### config.mk
export PLATFORM = sky130hd
export DESIGN_NAME = grey_step_decoder
export DESIGN_NICKNAME = d
export VERILOG_FILES = /design/src/rtl/grey_pkg.sv /design/src/rtl/grey2bin.sv /design/src/rtl/grey_step_decoder.sv
export SDC_FILE = /design/constraint.sdc
export NUM_CORES = 1
export LEC_CHECK = 0
export CAP_MARGIN = 20
export CORE_MARGIN = 2
export CORE_UTILIZATION = 37
export CTS_CLUSTER_SIZE = 30
export DETAILED_ROUTE_END_ITERATION = 7
export GPL_ROUTABILITY_DRIVEN = 0
export PLACE_DENSITY = 0.65
export SLEW_MARGIN = 10
export SYNTH_ARGS = -nofsm -noshare
export SYNTH_HDL_FRONTEND = slang
export SYNTH_SLANG_ARGS = --single-unit
### constraint.sdc
create_clock -name clk_i -period 1.7 [get_ports clk_i]
set_input_delay 0.34 -clock clk_i [delete_from_list [all_inputs] [get_ports clk_i]]
set_output_delay 0.34 -clock clk_i [all_outputs]
set_load 0.005 [all_outputs]
### src/rtl/grey_pkg.sv
// rtl/grey_pkg.sv - shared types and constants for the Gray step decoder
package grey_pkg;

    localparam int WIDTH_DEF = 4;
    localparam int ERR_CNT_W = 8;

    typedef enum logic {
        UNLOCKED = 1'b0,
        LOCKED   = 1'b1
    } state_t;

endpackage

### src/rtl/grey2bin.sv
// rtl/grey2bin.sv - combinational Gray-to-binary converter
module grey2bin #(
    parameter int WIDTH = 4
) (
    input  logic [WIDTH-1:0] grey,
    output logic [WIDTH-1:0] bin
);

    logic acc;

    // Each binary bit is the XOR of all Gray bits at or above it.
    always_comb begin
        acc = 1'b0;
        bin = '0;
        for (int i = WIDTH - 1; i >= 0; i--) begin
            acc    = acc ^ grey[i];
            bin[i] = acc;
        end
    end

endmodule

### src/rtl/grey_step_decoder.sv
// rtl/grey_step_decoder.sv - locks onto a Gray counter and decodes steps; GREY_ERR_CNT_EN enables the error counter
module grey_step_decoder
    import grey_pkg::*;
#(
    parameter int WIDTH    = WIDTH_DEF,
    parameter int LOCK_CNT = 2
) (
    input  logic                 clk_i,
    input  logic                 rst_n_i,
    input  logic                 en_i,
    input  logic [WIDTH-1:0]     grey_i,
    output logic [WIDTH-1:0]     bin_o,
    output logic                 valid_o,
    output logic                 dir_o,
    output logic                 wrap_o,
    output logic                 err_o,
    output logic [ERR_CNT_W-1:0] err_cnt_o,
    output logic                 locked_o
);

    localparam logic [3:0]       LOCK_TGT = 4'(LOCK_CNT - 1);
    localparam logic [WIDTH-1:0] BIN_MAX  = '1;

    state_t           state_q, state_d;
    logic [WIDTH-1:0] prev_q, prev_d;
    logic [WIDTH-1:0] bin_q, bin_d;
    logic [3:0]       cnt_q, cnt_d, cnt_nxt;
    logic             primed_q, primed_d;
    logic             dir_q, dir_d;
    logic             valid_q, valid_d;
    logic             wrap_q, wrap_d;
    logic             err_q, err_d;
    logic [WIDTH-1:0] cur_bin;
    logic [WIDTH-1:0] diff;
    logic             same, single;

    grey2bin #(.WIDTH(WIDTH)) u_grey2bin (
        .grey (grey_i),
        .bin  (cur_bin)
    );

    assign diff   = grey_i ^ prev_q;
    assign same   = (diff == '0);
    assign single = !same && ((diff & (diff - 1'b1)) == '0);

    always_ff @(posedge clk_i or negedge rst_n_i) begin
        if (!rst_n_i) begin
            state_q  <= UNLOCKED;
            prev_q   <= '0;
            bin_q    <= '0;
            cnt_q    <= '0;
            primed_q <= 1'b0;
            dir_q    <= 1'b0;
            valid_q  <= 1'b0;
            wrap_q   <= 1'b0;
            err_q    <= 1'b0;
        end else begin
            state_q  <= state_d;
            prev_q   <= prev_d;
            bin_q    <= bin_d;
            cnt_q    <= cnt_d;
            primed_q <= primed_d;
            dir_q    <= dir_d;
            valid_q  <= valid_d;
            wrap_q   <= wrap_d;
            err_q    <= err_d;
        end
    end

    always_comb begin
        state_d  = state_q;
        prev_d   = prev_q;
        bin_d    = bin_q;
        cnt_d    = cnt_q;
        primed_d = primed_q;
        dir_d    = dir_q;
        valid_d  = 1'b0;
        wrap_d   = 1'b0;
        err_d    = 1'b0;
        // The reset value of prev_q is not a real sample, so it never counts as a match.
        cnt_nxt  = (primed_q && same) ? cnt_q + 4'd1 : 4'd0;

        if (en_i) begin
            prev_d   = grey_i;
            primed_d = 1'b1;
            case (state_q)
                UNLOCKED: begin
                    if (cnt_nxt >= LOCK_TGT) begin
                        state_d = LOCKED;
                        bin_d   = cur_bin;
                        cnt_d   = '0;
                    end else begin
                        cnt_d   = cnt_nxt;
                    end
                end
                LOCKED: begin
                    if (single) begin
                        bin_d   = cur_bin;
                        valid_d = 1'b1;
                        dir_d   = (cur_bin == bin_q + 1'b1);
                        wrap_d  = ((bin_q == BIN_MAX) && (cur_bin == '0)) ||
                                  ((bin_q == '0) && (cur_bin == BIN_MAX));
                    end else if (!same) begin
                        err_d   = 1'b1;
                        state_d = UNLOCKED;
                        cnt_d   = '0;
                    end
                end
                default: state_d = UNLOCKED;
            endcase
        end
    end

`ifdef GREY_ERR_CNT_EN
    logic [ERR_CNT_W-1:0] err_cnt_q;

    always_ff @(posedge clk_i or negedge rst_n_i) begin
        if (!rst_n_i) begin
            err_cnt_q <= '0;
        end else if (err_d && (err_cnt_q != '1)) begin
            err_cnt_q <= err_cnt_q + 1'b1;
        end
    end

    assign err_cnt_o = err_cnt_q;
`else
    assign err_cnt_o = '0;
`endif

    assign bin_o    = bin_q;
    assign valid_o  = valid_q;
    assign dir_o    = dir_q;
    assign wrap_o   = wrap_q;
    assign err_o    = err_q;
    assign locked_o = (state_q == LOCKED);

endmodule

== Yosys cells after proc, flatten, opt, wreduce, memory -nomap -nowiden ==
Cells that the tools add are included.

* Flip-flop bits (word level): 18
* Input port bits: 7
* Output and inout bits: 17
* Word-level logic and storage cells: 61

* $add $sub $neg: 3
* Magnitude comparators: 1
* Eq/ne operators: 7
* Multiplexer cells: 22
* Bitwise operators: 6
* Reduce and logical (&&, ||, !) cells: 13

{| class="wikitable"
|+ Operators with widths
! operator !! number
|-
| two-way mux 4 bit || 6
|-
| logical NOT 4 bit || 4
|-
| case mux 4 bit (2 select lines) || 2
|-
| two-way mux 1 bit || 13
|-
| AND reduction 3 bit || 3
|-
| adder 4 x 1 -> 4 bit, second input constant || 2
|-
| == test 4 bit, second input constant || 2
|-
| != test 2 bit, second input constant || 3
|-
| bitwise AND 4 bit || 1
|-
| == test 4 bit || 1
|-
| greater-or-equal comparator 4 x 1 -> 1 bit, second input constant || 1
|-
| logical AND 1 bit || 4
|-
| subtractor 4 x 1 -> 4 bit, second input constant || 1
|-
| XOR 4 bit || 1
|-
| XOR 1 bit || 3
|-
| != test 2 x 1 -> 1 bit, second input constant || 1
|-
| case mux 1 bit (2 select lines) || 1
|-
| logical NOT 1 bit || 1
|-
| logical OR 1 bit || 1
|-
| inverter 1 bit || 1
|}

== Longest topological paths before layout ==
* Depth after elaboration: 9
* Gate-level depth with buffers: 9
* Mapped depth without buffers: 9

== Cells and area by module ==
Synthesis repeated with hierarchy kept, for this count alone.

* Cells, all modules: 94
* Area total of the unflattened synthesis: 1069.8 µm²

{| class="wikitable"
|+ By module, submodules not included
! module !! instances !! cells each !! area each (µm²) !! sequential area each (µm²)
|-
| grey_step_decoder || 1 || 88 || 1012.2 || 450.4
|-
| grey2bin || 1 || 6 || 57.6 || 0.0
|}

== Worst setup path before layout ==
Ideal clock, no wire load.

* Path type: input to register
* From: input port grey_i[2]
* To: register dir_q (netlist: dir_o)
* Arrival time: 1.925 ns
* Data required time: 1.635 ns
* Slack: -0.290 ns
* Stages on the path: 9
* Path through: inv_1 -> ha_1 -> xor2_1 -> ha_1 -> nand2_1 -> a21oi_1 -> nor3_1 -> a2111oi_0 -> mux2_2

{| class="wikitable"
|+ RTL lines
! what !! RTL line !! RTL
|-
| start: declaration || grey_step_decoder.sv:11 || <nowiki>input logic [WIDTH-1:0] grey_i,</nowiki>
|-
| XOR 1 bit * || grey2bin.sv:16 || <nowiki>acc = acc ^ grey[i];</nowiki>
|-
| named net cur_bin[2] || grey_step_decoder.sv:33 || <nowiki>logic [WIDTH-1:0] cur_bin;</nowiki>
|-
| XOR 1 bit * || grey2bin.sv:16 ||
|-
| named net cur_bin[1] || grey_step_decoder.sv:33 ||
|-
| XOR 1 bit || grey2bin.sv:16 ||
|-
| == test 4 bit * || grey_step_decoder.sv:100 || <nowiki>dir_d = (cur_bin == bin_q + 1'b1);</nowiki>
|-
| end signal: assignment || grey_step_decoder.sv:63 || <nowiki>dir_q <= dir_d;</nowiki>
|-
| end: declaration || grey_step_decoder.sv:29 || <nowiki>logic dir_q, dir_d;</nowiki>
|}

The timed path passes the listed nets; every way through them passes the cells marked *.
A chain may end at the register's enable or synchronous reset.

== Worst setup path in the final report ==
* From: input port grey_i[1]
* To: register dir_q (netlist: dir_o)

{| class="wikitable"
|+ RTL lines
! what !! RTL line
|-
| XOR 1 bit * || grey2bin.sv:16
|-
| named net cur_bin[1] || grey_step_decoder.sv:33
|-
| XOR 1 bit || grey2bin.sv:16
|-
| == test 4 bit * || grey_step_decoder.sv:100
|}

Marks and branches as above.

==> run_summary.xml <==
<?xml version="1.0" encoding="UTF-8"?>
<metrics>
  <group name="status">
    <metric name="outcome" unit="">completed</metric>
  </group>
  <group name="global_routing">
    <metric name="number_of_antenna_violations_at_the_first_check_in_global_routing" unit="">0</metric>
    <metric name="grt_usage" unit="%">14.2</metric>
    <metric name="grt_max_degree" unit="">19</metric>
    <metric name="gr-total-overflow" unit="">0</metric>
    <metric name="via_count_of_the_first_global_routing_pass" unit="">779</metric>
    <metric name="grt_first_pass_wirelength" unit="mm">3.55</metric>
  </group>
  <group name="yosys">
    <metric name="async_reset_ff_share" unit="%">100</metric>
    <metric name="synth.cell_area" unit="sq um">1050</metric>
    <metric name="synth_cell_type_count" unit="">30</metric>
    <metric name="synth.top_cells.by_area" unit="">sky130_fd_sc_hd__dfrtp_1 (43%), sky130_fd_sc_hd__ha_1 (8.3%), sky130_fd_sc_hd__buf_4 (5.7%)</metric>
    <metric name="yosys.area.top_type" unit="">sky130_fd_sc_hd__dfrtp_1</metric>
    <metric name="postSynthCellCount" unit="">96</metric>
    <metric name="syn-mean-instance-area" unit="sq um">10.9</metric>
    <metric name="share_of_the_yosys_chip_area_belonging_to_registers" unit="%">42.9</metric>
    <metric name="yosys.area.top_type_share" unit="%">42.9</metric>
    <metric name="synth_top_flop_cell" unit="">sky130_fd_sc_hd__dfrtp_1</metric>
    <metric name="synth_seq_cells" unit="">18</metric>
    <metric name="synthesis.yosys.warnings" unit="">0</metric>
    <metric name="number_of_enable_type_register_cells_in_the_synthesized_netlist" unit="">0</metric>
  </group>
  <group name="final_layout">
    <metric name="layout.filler_cells" unit="">243</metric>
    <metric name="layout.cells.most_common" unit="">sky130_fd_sc_hd__dfrtp_1</metric>
    <metric name="seq_area" unit="sq um">450</metric>
    <metric name="post-route-util" unit="%">53.5</metric>
    <metric name="antenna_cells_inserted" unit="">0</metric>
    <metric name="most_frequent_cells_in_the_layout" unit="">sky130_fd_sc_hd__dfrtp_1 (18), sky130_fd_sc_hd__buf_4 (14), sky130_fd_sc_hd__clkdlybuf4s50_1 (11)</metric>
    <metric name="multi_input_comb_area" unit="sq um">653</metric>
    <metric name="synthToLayoutAreaGrowth" unit="%">39.2</metric>
    <metric name="post_route_cells_drive_above_1_share" unit="%">37.8</metric>
    <metric name="num-nets-final" unit="">143</metric>
  </group>
  <group name="sta">
    <metric name="report.final.slew_viol_count" unit="">0</metric>
    <metric name="tns" unit="ps">0</metric>
    <metric name="grt_setup_unrepaired" unit="">yes</metric>
    <metric name="period_minus_slack" unit="ps">1690</metric>
    <metric name="fin_worst_skew" unit="ps">4.13</metric>
    <metric name="worst_setup_slack_final" unit="ps">12.8</metric>
    <metric name="fmaxAchievable" unit="MHz">593</metric>
    <metric name="post-route-period-util" unit="%">99.2</metric>
    <metric name="final.hold.worst_slack" unit="ps">377</metric>
    <metric name="timing.final.setup_violations" unit="">0</metric>
    <metric name="final-hold-violation-count" unit="">0</metric>
  </group>
  <group name="critical_path">
    <metric name="worstSetupStartpointType" unit="">input port</metric>
    <metric name="worst_ep_required_time" unit="ps">1930</metric>
    <metric name="critPathMaxFanout" unit="">4</metric>
    <metric name="crit_slowest_cell" unit="">sky130_fd_sc_hd__dlygate4sd2_1</metric>
    <metric name="critical_path.max_stage_delay" unit="ps">330</metric>
    <metric name="critPathArrivalTime" unit="ps">1920</metric>
    <metric name="timing_worst_setup_path_type" unit="">in2reg</metric>
    <metric name="critical_path.cell_chain" unit="">dlygate4sd2_1 &gt; xor2_4 &gt; ha_4 &gt; nand2_1 &gt; a21oi_1 &gt; nor3_1 &gt; a2111oi_1 &gt; mux2_4</metric>
    <metric name="crit_path_end_kind" unit="">flip-flop</metric>
  </group>
  <group name="clocking">
    <metric name="clock_tree.htree_level_count" unit="">1</metric>
    <metric name="cts_root_buf" unit="">sky130_fd_sc_hd__clkbuf_4</metric>
    <metric name="clk-insertion-delay-late" unit="ps">280</metric>
    <metric name="cts_inserted_buffers" unit="">3</metric>
    <metric name="cts.path.max_buffers" unit="">2</metric>
    <metric name="cts_tree" unit="">done</metric>
    <metric name="count_of_clock_tree_sinks" unit="">18</metric>
    <metric name="post_cts_hold_buffer_count" unit="">0</metric>
    <metric name="clk_pin_slew" unit="ps">100</metric>
  </group>
  <group name="run">
    <metric name="max_cap_viol_count" unit="">0</metric>
  </group>
  <group name="placement">
    <metric name="detailedPlacementHpwl" unit="mm">1.47</metric>
    <metric name="post-place-ws" unit="ps">-696</metric>
    <metric name="portBuffers" unit="">15</metric>
  </group>
  <group name="hold_path">
    <metric name="hold_path.class" unit="">in2async</metric>
  </group>
  <group name="floorplanning">
    <metric name="core_region_area" unit="sq um">2730</metric>
    <metric name="row_count" unit="">19</metric>
    <metric name="dieArea" unit="sq um">3280</metric>
    <metric name="die_height" unit="um">57.3</metric>
    <metric name="ios" unit="">24</metric>
    <metric name="initial_utilization" unit="%">38.4</metric>
    <metric name="die_width" unit="um">57.3</metric>
  </group>
  <group name="route">
    <metric name="totalWireLength" unit="mm">2.07</metric>
    <metric name="final_antenna_net_count" unit="">0</metric>
    <metric name="drt_first_pass_iters" unit="">4</metric>
    <metric name="wl_per_cell" unit="um">13.1</metric>
    <metric name="drc" unit="">0</metric>
    <metric name="drtIter0Drc" unit="">9</metric>
    <metric name="routed_via_density" unit="">4.77</metric>
    <metric name="vias" unit="">754</metric>
  </group>
  <group name="pwr">
    <metric name="finalPower" unit="W">0.00142</metric>
    <metric name="power.leakage" unit="nW">0.653</metric>
    <metric name="peak_supply_drop" unit="mV">0.843</metric>
    <metric name="power.density_cell_area" unit="nW/um^2">973</metric>
  </group>
</metrics>
path summary, 6_finish.rpt:
kind                                       start                     to  slack [ps]  cells past startpoint
setup / recovery                       grey_i[1]      dir_o$_DFFE_PN0P_          10                      8
hold / removal                           rst_n_i   bin_o[1]$_DFFE_PN0P_         380                      2
setup reg to reg           prev_q[1]$_DFFE_PN0P_      dir_o$_DFFE_PN0P_          40                      5
hold reg to reg             primed_q$_DFFE_PN0P_   primed_q$_DFFE_PN0P_         480                      1
max in group asynchronous                rst_n_i  prev_q[3]$_DFFE_PN0P_        1120                      2
min in group clk_i                     grey_i[2]  prev_q[2]$_DFFE_PN0P_         430                      3
what timing repair did:
action                     in CTS  in global routing
setup endpoints to repair      13                 11
pin swaps                       8                  4
resized for setup              24                  5
setup buffers                   1                  0
gates cloned                    0                  0
cell families after synthesis:
kind of cell,Yosys count,share of synthesized area (%)
AND/OR/NAND/NOR,22,10.6
flip-flops,18,42.9
buffers and inverters,17,8.94
XOR/XNOR,11,9.89
AO/OA/AOI/OAI,10,7.51
multiplexers,10,11.4
adder cells (fa/ha/maj),7,8.34
other,1,0.357
flip-flops by register name (all words and copies together) (netlist names):
| signal | count |
|---|---|
| bin_o | 4 |
| cnt_q | 4 |
| prev_q | 4 |
| dir_o | 1 |
| err_o | 1 |
| locked_o | 1 |
| primed_q | 1 |
| valid_o | 1 |
| wrap_o | 1 |
through the flow:
stage	area [sq um]	std cells
4_1_cts	1430	158
3_5_place_dp	1330	154
3_3_place_gp	1330	154
5_1_grt	1460	158
2_1_floorplan	1100	103
6_report	1460	158
area by class of cell:
| type | count | share of cell area (%) |
|---|---|---|
| flip-flops and latches | 18 | 30.8 |
| repair buffers | 30 | 18.2 |
| clock buffers | 3 | 1.54 |
| inverters | 8 | 2.05 |
| well taps | 31 | 2.65 |
| multi-input cells | 68 | 44.7 |
worst max-delay path: cells and delay by family:
kind                       cells  cell delay (ps)
adders and majority gates      1              300
buffers and inverters          1              330
and+or+nand+nor                2              110
xor gates and xnor gates       1              220
AOI/OAI and AO/OA              2              390
muxes                          1              220
power by group:
group | switching (W) | internal, W
Sequential | 0.000103 | 0.000498
Combinational | 0.000252 | 0.000364
Clock | 0.000122 | 0.0000822
Total | 0.000478 | 0.000945
Yosys cell counts, types with 2 or more instances:
| cell type | number |
|---|---|
| sky130_fd_sc_hd__and2_1 | 4 |
| sky130_fd_sc_hd__mux2_2 | 5 |
| sky130_fd_sc_hd__dfrtp_1 | 18 |
| sky130_fd_sc_hd__ha_1 | 7 |
| sky130_fd_sc_hd__mux2_4 | 2 |
| sky130_fd_sc_hd__xnor2_1 | 4 |
| sky130_fd_sc_hd__nor3_1 | 4 |
| sky130_fd_sc_hd__a21oi_1 | 2 |
| sky130_fd_sc_hd__nor2_1 | 3 |
| sky130_fd_sc_hd__and3_1 | 2 |
| sky130_fd_sc_hd__inv_1 | 8 |
| sky130_fd_sc_hd__buf_4 | 8 |
| sky130_fd_sc_hd__mux2i_1 | 2 |
| sky130_fd_sc_hd__xor2_1 | 6 |
| sky130_fd_sc_hd__a31oi_1 | 2 |
| sky130_fd_sc_hd__nand2_1 | 5 |
per-layer routing:
metal	vias to the layer above	global-route usage, %	routed length (um)
li1	367	-	-
met1	365	18.1	859
met2	22	24.0	1110
met3	0	4.76	105
met4	0	1.99	0
met5	-	0	0
(Power assumes the default switching activity.)
